**config.mk**
```make
export PLATFORM = sky130hd
export DESIGN_NAME = dadda_mul_arbiter_flat
export DESIGN_NICKNAME = d
export VERILOG_FILES = /design/src/rtl/dadda_mul_arbiter_if.sv /design/src/rtl/dadda_mul_arbiter.sv /design/src/flat_wrapper.sv
export SDC_FILE = /design/constraint.sdc
export NUM_CORES = 1
export LEC_CHECK = 0
export ABC_AREA = 1
export BUFFER_PORTS_ARGS = -buffer_cell sky130_fd_sc_hd__buf_2
export CAP_MARGIN = 0
export CORE_MARGIN = 2
export CORE_UTILIZATION = 45
export CTS_BUF_LIST = sky130_fd_sc_hd__clkbuf_16
export DETAILED_ROUTE_END_ITERATION = 16
export PLACE_DENSITY_LB_ADDON = 0.3
export RECOVER_POWER = 50
export SYNTH_ARGS = -nofsm -noshare
export SYNTH_HDL_FRONTEND = slang
export SYNTH_SLANG_ARGS = --single-unit
```
**constraint.sdc**
```tcl
create_clock -name clk -period 4.54 [get_ports clk]
set_clock_uncertainty 0.2 [all_clocks]
set_input_delay 0 -clock clk [delete_from_list [all_inputs] [get_ports clk]]
set_output_delay 0 -clock clk [all_outputs]
set_load 0.05 [all_outputs]
```
**src/rtl/dadda_mul_arbiter_if.sv**
```systemverilog
// Request/response bundle for dadda_mul_arbiter.
// The master modport is the requester/consumer side; the slave modport is the arbiter.
interface dadda_mul_arbiter_if #(
  parameter int NREQ = 4,
  parameter int ID_W = 2
);
  logic [NREQ-1:0]   req_valid;
  logic [8*NREQ-1:0] req_a;
  logic [8*NREQ-1:0] req_b;
  logic [NREQ-1:0]   req_ready;
  logic              rsp_valid;
  logic              rsp_ready;
  logic [15:0]       rsp_prod;
  logic [ID_W-1:0]   rsp_id;
  logic              busy;

  modport master (
    output req_valid, req_a, req_b, rsp_ready,
    input  req_ready, rsp_valid, rsp_prod, rsp_id, busy
  );

  modport slave (
    input  req_valid, req_a, req_b, rsp_ready,
    output req_ready, rsp_valid, rsp_prod, rsp_id, busy
  );
endinterface

```
**src/rtl/dadda_mul_arbiter.sv**
```systemverilog
// dadda_mul_arbiter: one 8x8 unsigned Dadda multiplier shared by NREQ requesters.
// Round-robin grant, operand stage S1, product stage S2, valid/ready on both sides.
// Optional per-requester grant counters are built when DADDA_ARB_STATS_EN is defined.
module dadda_mul_arbiter #(
  parameter int NREQ = 4,
  parameter int ID_W = 2
) (
  input  logic                 clk,
  input  logic                 rst,
`ifdef DADDA_ARB_STATS_EN
  input  logic                 stats_clr,
  output logic [16*NREQ-1:0]   grant_cnt,
`endif
  dadda_mul_arbiter_if.slave   bus
);

  // Dadda column compression of the 8x8 partial-product array, reduction
  // heights 6,4,3,2, followed by a final carry-propagate add of two rows.
  function automatic logic [15:0] dadda8(input logic [7:0] a, input logic [7:0] b);
    logic        col [16][16];
    logic        nxt [16][16];
    int          h   [16];
    int          nh  [16];
    int          dseq [4];
    int          k;
    logic [15:0] row0;
    logic [15:0] row1;
    dseq = '{6, 4, 3, 2};
    for (int c = 0; c < 16; c++) begin
      h[c] = 0;
      for (int r = 0; r < 16; r++) col[c][r] = 1'b0;
    end
    for (int i = 0; i < 8; i++) begin
      for (int j = 0; j < 8; j++) begin
        col[i+j][h[i+j]] = a[i] & b[j];
        h[i+j] += 1;
      end
    end
    for (int s = 0; s < 4; s++) begin
      for (int c = 0; c < 16; c++) begin
        nh[c] = 0;
        for (int r = 0; r < 16; r++) nxt[c][r] = 1'b0;
      end
      for (int c = 0; c < 16; c++) begin
        k = 0;
        // Only compress the excess over the target height; carries from the
        // column to the right already count against this column's budget.
        for (int it = 0; it < 8; it++) begin
          if ((h[c] - k) + nh[c] > dseq[s]) begin
            if ((h[c] - k) + nh[c] == dseq[s] + 1) begin
              nxt[c][nh[c]] = col[c][k] ^ col[c][k+1];
              if (c < 15) begin
                nxt[c+1][nh[c+1]] = col[c][k] & col[c][k+1];
                nh[c+1] += 1;
              end
              nh[c] += 1;
              k += 2;
            end else begin
              nxt[c][nh[c]] = col[c][k] ^ col[c][k+1] ^ col[c][k+2];
              if (c < 15) begin
                nxt[c+1][nh[c+1]] = (col[c][k] & col[c][k+1]) |
                                    (col[c][k] & col[c][k+2]) |
                                    (col[c][k+1] & col[c][k+2]);
                nh[c+1] += 1;
              end
              nh[c] += 1;
              k += 3;
            end
          end
        end
        for (int r = 0; r < 16; r++) begin
          if (r >= k && r < h[c]) begin
            nxt[c][nh[c]] = col[c][r];
            nh[c] += 1;
          end
        end
      end
      col = nxt;
      h   = nh;
    end
    for (int c = 0; c < 16; c++) begin
      row0[c] = col[c][0];
      row1[c] = col[c][1];
    end
    return row0 + row1;
  endfunction

  logic            s1_vld, s2_vld;
  logic [7:0]      s1_a, s1_b;
  logic [ID_W-1:0] s1_id, s2_id;
  logic [15:0]     s2_prod;
  logic [ID_W-1:0] ptr;
  logic [15:0]     mul_prod;
  logic            s2_load, s1_adv, s1_can;
  logic            found, accept;
  logic [ID_W-1:0] grant;
  logic [NREQ-1:0] rdy;

  // The single shared multiplier sits between S1 and S2.
  assign mul_prod = dadda8(s1_a, s1_b);

  assign s2_load = !s2_vld || bus.rsp_ready;
  assign s1_adv  = s1_vld && s2_load;
  assign s1_can  = !s1_vld || s1_adv;

  // Round-robin search from ptr; descending scan lets the nearest requester win.
  always_comb begin
    // NOTE: every variable gets a default before any branch so no latch is inferred.
    found = 1'b0;
    grant = '0;
    rdy   = '0;
    for (int k = NREQ - 1; k >= 0; k--) begin
      if (bus.req_valid[(int'(ptr) + k) % NREQ]) begin
        found = 1'b1;
        grant = ID_W'((int'(ptr) + k) % NREQ);
      end
    end
    if (found && s1_can && !rst) rdy[grant] = 1'b1;
  end

  assign accept        = |(bus.req_valid & rdy);
  assign bus.req_ready = rdy;
  assign bus.rsp_valid = s2_vld && !rst;
  assign bus.rsp_prod  = s2_prod;
  assign bus.rsp_id    = s2_id;
  assign bus.busy      = (s1_vld || s2_vld) && !rst;

  // Pipeline control state: stage valids and round-robin pointer.
  always_ff @(posedge clk) begin
    // NOTE: state registers use non-blocking assignment so all flops update from pre-edge values.
    if (rst) begin
      s1_vld <= 1'b0;
      s2_vld <= 1'b0;
      ptr    <= '0;
    end else begin
      if (s2_load) s2_vld <= s1_vld;
      if (s1_can)  s1_vld <= accept;
      if (accept)  ptr    <= (int'(grant) == NREQ - 1) ? '0 : grant + ID_W'(1);
    end
  end

  // S1 operand capture on accept.
  always_ff @(posedge clk) begin
    // NOTE: S1 payload is qualified by s1_vld, so it needs no reset.
    if (!rst && accept) begin
      s1_a  <= bus.req_a[8*int'(grant) +: 8];
      s1_b  <= bus.req_b[8*int'(grant) +: 8];
      s1_id <= grant;
    end
  end

  // S2 product capture; held while the consumer stalls.
  always_ff @(posedge clk) begin
    if (rst) begin
      s2_prod <= '0;
      s2_id   <= '0;
    end else if (s1_adv) begin
      s2_prod <= mul_prod;
      s2_id   <= s1_id;
    end
  end

`ifdef DADDA_ARB_STATS_EN
  logic [15:0] cnt_q [NREQ];

  // Saturating per-requester accept counters; clear beats increment.
  always_ff @(posedge clk) begin
    for (int i = 0; i < NREQ; i++) begin
      if (rst || stats_clr) cnt_q[i] <= '0;
      else if (accept && grant == ID_W'(i) && cnt_q[i] != 16'hFFFF) cnt_q[i] <= cnt_q[i] + 16'd1;
    end
  end

  // Pack counters onto the flat output bus.
  always_comb begin
    grant_cnt = '0;
    for (int i = 0; i < NREQ; i++) grant_cnt[16*i +: 16] = cnt_q[i];
  end
`endif

endmodule

```
**src/flat_wrapper.sv**
```systemverilog
// flat-port wrapper written by rule: the top's interface ports become plain ports
module dadda_mul_arbiter_flat 
#(
  parameter int NREQ = 4,
  parameter int ID_W = 2
)
  (clk, rst, bus_req_valid, bus_req_a, bus_req_b, bus_rsp_ready, bus_req_ready, bus_rsp_valid, bus_rsp_prod, bus_rsp_id, bus_busy);
  dadda_mul_arbiter_if #(.NREQ(NREQ), .ID_W(ID_W)) bus_i ();
  input  logic clk;
  input  logic rst;
  input wire logic [$bits(bus_i.req_valid)-1:0] bus_req_valid;
  input wire logic [$bits(bus_i.req_a)-1:0] bus_req_a;
  input wire logic [$bits(bus_i.req_b)-1:0] bus_req_b;
  input wire logic [$bits(bus_i.rsp_ready)-1:0] bus_rsp_ready;
  output wire logic [$bits(bus_i.req_ready)-1:0] bus_req_ready;
  output wire logic [$bits(bus_i.rsp_valid)-1:0] bus_rsp_valid;
  output wire logic [$bits(bus_i.rsp_prod)-1:0] bus_rsp_prod;
  output wire logic [$bits(bus_i.rsp_id)-1:0] bus_rsp_id;
  output wire logic [$bits(bus_i.busy)-1:0] bus_busy;
  assign bus_i.req_valid = bus_req_valid;
  assign bus_i.req_a = bus_req_a;
  assign bus_i.req_b = bus_req_b;
  assign bus_i.rsp_ready = bus_rsp_ready;
  assign bus_req_ready = bus_i.req_ready;
  assign bus_rsp_valid = bus_i.rsp_valid;
  assign bus_rsp_prod = bus_i.rsp_prod;
  assign bus_rsp_id = bus_i.rsp_id;
  assign bus_busy = bus_i.busy;
  dadda_mul_arbiter #(.NREQ(NREQ), .ID_W(ID_W)) u_core (.clk(clk), .rst(rst), .bus(bus_i));
endmodule
```
After elaboration in Yosys (flattened, before gate mapping)
Index checks and enable logic that the tools add are counted.
- register bits after elaboration: 40
- bits of input ports: 71
- $add $sub $neg: 5
- $lt $le $gt $ge: 6
- equality and inequality tests: 1
- shift-type cells: 2
- multiplexer cells: 23
- bitwise logic cells: 327
- reductions and logical operators: 17
- operators with widths (kind ; count):
    bitwise AND 1 bit ; 176
    bitwise XOR 1 bit ; 77
    OR 1 bit ; 70
    indexed part select 32 x 6 -> 8 bit ; 2
    adder 15 x 15 -> 16 bit ; 1
    less-than comparator 3 x 4 -> 1 bit (second input constant) ; 3
    two-way mux 1 bit ; 12
    two-way mux 2 bit ; 5
    binary-select mux 1 bit (select 2 bit) ; 4
    logical AND 1 bit ; 7
    less-than comparator 2 x 3 -> 1 bit (second input constant) ; 2
    OR reduction 2 bit ; 3
    adder 2 x 1 -> 2 bit (second input constant) ; 2
    adder 2 bit (second input constant) ; 2
    bitwise AND 4 bit ; 1
    two-way mux 4 bit ; 1
    OR reduction 4 bit ; 1
    bitwise AND 1 bit (first input constant) ; 3
    zero test 1 bit ; 3
    logical OR 1 bit ; 3
    demux 1 bit (select 2 bit) ; 1
    == test 2 x 1 -> 1 bit (second input constant) ; 1
    >= comparator 2 x 1 -> 1 bit (second input constant) ; 1

Longest topological paths before layout
- depth in word-level cells: 18
- gate-level depth with buffers: 22
- gate-level depth less buffers: 21

Worst setup path after synthesis
No wires, ideal clock.
- path kind: register -> register
- start: register u_core.s1_a[0]
- end: register u_core.s2_prod[12], in the netlist u_core.bus.rsp_prod[12]
- arrival: 3.920 ns
- data required time: 4.225 ns
- slack: 0.304 ns
- stages on the path, launching flop included: 21
- clock period less this slack: 4.236 ns
- path through: edfxtp_1 -> clkbuf_1 -> nand2_1 -> inv_1 -> fa_1 -> inv_1 -> fa_1 -> inv_1 -> fa_1 -> inv_1 -> fa_1 -> inv_1 -> ha_1 -> a21oi_1 -> o21ai_0 -> a21oi_1 -> o21ai_0 -> nand2_1 -> nand2_1 -> o21ai_0 -> inv_1
- cells in the longest elaborated chain, start to end: 14
- elaborated cells between the ends (all ways): 142
- those cells by class: 1 x add/sub; 141 x bitwise
- RTL lines (item ; RTL line ; RTL):
    start, declared ; dadda_mul_arbiter.sv:89 ; logic [7:0] s1_a, s1_b;
    start signal, assigned ; dadda_mul_arbiter.sv:146 ; s1_a <= bus.req_a[8*int'(grant) +: 8];
    bitwise AND 1 bit ; dadda_mul_arbiter.sv:35 ; col[i+j][h[i+j]] = a[i] & b[j];
    bitwise AND 1 bit (on tied branches) ; -- ;
    OR 1 bit ; dadda_mul_arbiter.sv:61 ; nxt[c+1][nh[c+1]] = (col[c][k] & col[c][k+1]) |
    OR 1 bit ; dadda_mul_arbiter.sv:62 ; (col[c][k] & col[c][k+2]) |
    bitwise AND 1 bit (on tied branches) ; -- ;
    OR 1 bit ; dadda_mul_arbiter.sv:61 ;
    OR 1 bit ; dadda_mul_arbiter.sv:62 ;
    bitwise AND 1 bit (on tied branches) ; dadda_mul_arbiter.sv:61, dadda_mul_arbiter.sv:62 ;
    OR 1 bit ; dadda_mul_arbiter.sv:61 ;
    OR 1 bit ; dadda_mul_arbiter.sv:62 ;
    bitwise AND 1 bit (on tied branches) ; dadda_mul_arbiter.sv:61, dadda_mul_arbiter.sv:62 ;
    OR 1 bit ; dadda_mul_arbiter.sv:61 ;
    OR 1 bit ; dadda_mul_arbiter.sv:62 ;
    adder 15 x 15 -> 16 bit * ; dadda_mul_arbiter.sv:85 ; return row0 + row1;
    end signal, assigned ; dadda_mul_arbiter.sv:158 ; s2_prod <= mul_prod;
    end, declared ; dadda_mul_arbiter.sv:91 ; logic [15:0] s2_prod;
Mark *: on every way between the ends. The rest lies on a longest branch, timed or not.
A chain may end at the register's enable or synchronous reset.

Worst setup path in the final report
- start: register u_core.s1_a[2]
- end: register u_core.s2_prod[8], in the netlist u_core.bus.rsp_prod[8]
- cells in the longest elaborated chain, start to end: 11
- elaborated cells between the ends (all ways): 97
- those cells by class: 1 x add/sub; 96 x bitwise
- RTL lines (item ; RTL line):
    bitwise AND 1 bit ; dadda_mul_arbiter.sv:35
    bitwise AND 1 bit ; dadda_mul_arbiter.sv:62
    OR 1 bit ; dadda_mul_arbiter.sv:61
    OR 1 bit ; dadda_mul_arbiter.sv:62
    bitwise AND 1 bit (on tied branches) ; dadda_mul_arbiter.sv:61, dadda_mul_arbiter.sv:62
    OR 1 bit ; dadda_mul_arbiter.sv:61
    OR 1 bit ; dadda_mul_arbiter.sv:62
    bitwise AND 1 bit (on tied branches) ; --
    OR 1 bit ; dadda_mul_arbiter.sv:61
    OR 1 bit ; dadda_mul_arbiter.sv:62
    adder 15 x 15 -> 16 bit * ; dadda_mul_arbiter.sv:85
Marks and branches as above.

==> metrics.txt <==
worst hold path depth=6; CP delay by family, top=adder cells; fraction of the yosys area taken by sequential cells=about a fifth; Worst path max stage delay=0.52 ns; drt wl/cell=12.5 µm; worst path required time=4.52 ns; initial antenna violation count=0; maximum fanout along the worst path=8; initial DRC count=slightly above 200; drt pass-1 iters=5; crit path DAT=4.28 ns; Top-Level Pins=95; post-synth cell types=31; Detailed Route WL=roughly 12000 µm; first-pass GRT wire length=20300 µm; measured slew at the worst slew-check pin=0.865 ns; grt ovf=0; number of max-cap violations=0; Yosys top cell area share=15.7%; Synth warnings=0; Rel. slew slack=between 40% and 50%; Area Overhead vs Synth=26.2%; Hold WC Path Type=in -> reg; slowest CP cell=edfxtp_1; syn avg cell area=6.80 µm²; die width=105 µm; critical path type=reg -> reg; initial core utilization=between 40% and 50%; Via density=4.85; H-tree depth=2; Post-Place Cell Area=5130 µm²; CP Depth=18; fmax=approximately 0.23 GHz; WP buf/inv=6; clock latency on the worst-skew pair=0.29 ns; Crit. End Element=flip-flop; core area=9860 µm²; critical-path cell list=nand2_1 -> inv_1 -> fa_1 -> inv_1 -> fa_1 -> inv_1 -> fa_1 -> inv_1 -> fa_1 -> inv_1 -> ha_4 -> a21oi_2 -> o21ai_1 -> a21oi_2 -> xor2_1 -> nand2_1 -> o211ai_1 -> inv_1; status=completed; Most Frequent Cell on Critical Path=inv_1; drt drc=0; Fin Hold WS=0.0353 ns; vias in the first global route=4569; Final GP Congestion=0.863; GR Util All Layers=22.2%; share of cells above drive strength 1=12.3%; TritonCTS clock tree=built; die area=11000 µm²; TritonCTS Buffers=5; post-route ant nets=0; fin crit share=between 90% and 100%; DIE HEIGHT=roughly 110 µm; CTS Sinks=40; placed instance count=880; top cells by area, synth=fa_1, nand2_1, inv_1; FF+latch count, synth=40; CTS max path bufs=2; Final Hold Fails=0; cell taking the most area after synthesis=fa_1; root buf cell=clkbuf_16; syn_nets=between 800 and 900; Final Cell Area=5810 µm²; Syn Std Cell Area=4600 µm²; unrepaired setup endpoints after global routing=no; endpoints failing setup=0; Setup TNS Final=0 ns; # diodes=0; largest net degree at the start of global routing=38; via count=4560; port bufs=between 90 and 100; Final Net Count=938; min Tclk post-route=~4.3 ns; Std-Cell Rows=36; Final Slew Violations=0; Post-Layout Cell Count=940; path depth of the worst reg2reg path=18; clock-pin slew on the worst setup and hold paths=approximately 0.060 ns; CP Launch Type=flip-flop; Post-Synthesis Cells=677; DP Wirelength=8860 µm
placed cells by master (no fill, tap or decap), types with 6 or more instances in the layout:
cell / Yosys / routed
fa_1: 36 / 36
buf_4: 1 / 6
o21ai_0: 24 / 23
nand3b_1: 32 / 32
a21oi_1: 16 / 11
nand2_1: 170 / 173
ha_1: 25 / 21
nand4_1: 7 / 7
dfxtp_1: 22 / 22
inv_1: 169 / 169
clkbuf_1: 19 / 27
edfxtp_1: 18 / 18
nand3_1: 45 / 45
dlygate4sd3_1: 0 / 52
nor2_1: 49 / 49
buf_2: 7 / 70
clkbuf_16: 0 / 6
state kept, by name, indices dropped and copies added (netlist names):
register and count:
u_core.s2_vld 1, u_core.s1_a 8, u_core.ptr 2, u_core.bus.rsp_id 2
u_core.s1_b 8, u_core.s1_vld 1, u_core.s1_id 2, u_core.bus.rsp_prod 16
path summary, 6_finish.rpt:
kind	from	to	slack, ns
setup / recovery	u_core.s1_a[2]	u_core.bus.rsp_prod[8]	0.24
hold / removal	bus_req_valid[3]	u_core.ptr[1]	0.04
setup reg to reg	u_core.s1_a[2]	u_core.bus.rsp_prod[8]	0.24
hold reg to reg	u_core.bus.rsp_prod[0]	u_core.bus.rsp_prod[0]	0.27
worst min-delay path: cells and delay by family:
family	cells	cell delay [ns]
buf+inv	1	0.10
simple gates	5	0.37
Yosys cell counts:
cell type  count
a21boi_0       2
a21oi_1       16
a31oi_1        2
buf_1          1
buf_2          7
buf_4          1
buf_6          5
clkbuf_1      19
clkinv_2       1
dfxtp_1       22
edfxtp_1      18
fa_1          36
ha_1          25
inv_1        169
inv_4          1
nand2_1      170
nand2_2        3
nand2_4        2
nand3_1       45
nand3b_1      32
nand4_1        7
nand4_4        1
nor2_1        49
nor3_1         4
o211ai_1       3
o21ai_0       24
o21ai_1        2
o21ai_4        1
or2_0          1
xnor2_1        3
xor2_1         5
through the flow:
stage	utilization [%]	worst slack, ns
finish	58.9	0.237
global route	58.9	0.0119
CTS	58.9	0.0431
detailed placement	52.0	0.0511
global placement	52.0	0.136
floorplan	-	0.304
cell type report:
| class | instances | area, µm² |
|---|---|---|
| clock buffer | 6 | 150 |
| clock inverter | 2 | 12.5 |
| sequential | 40 | 981 |
| tap | 133 | 166 |
| timing repair buffer | 155 | 1020 |
| inverter | 171 | 644 |
| fill | 890 | 4060 |
| multi-input combinational | 433 | 2840 |
cells by family after synthesis:
family | synth area share, %
buf+inv | 17.8
fa+ha+maj | 22.5
simple gates | 30.9
xor+xnor | 1.52
compound gates | 6.01
flops | 21.3
repair_timing:
item                                   in CTS  in global routing
setup buffers                               0                  0
hold buffers                               52                  0
endpoints found under the hold margin      25                  0
setup endpoints to repair                   0                  7
resized for setup                           0                 15
layer usage:
metal	global-route usage (%)	part of all wire (%)
met2	41.0	51
met4	5.81	1.8
met1	26.9	43
met3	3.24	5.0
met5	0	0
Power is left out: the tool's default activity adds up to more than one toggle a clock period on the data nets, which glitch-free logic cannot reach.
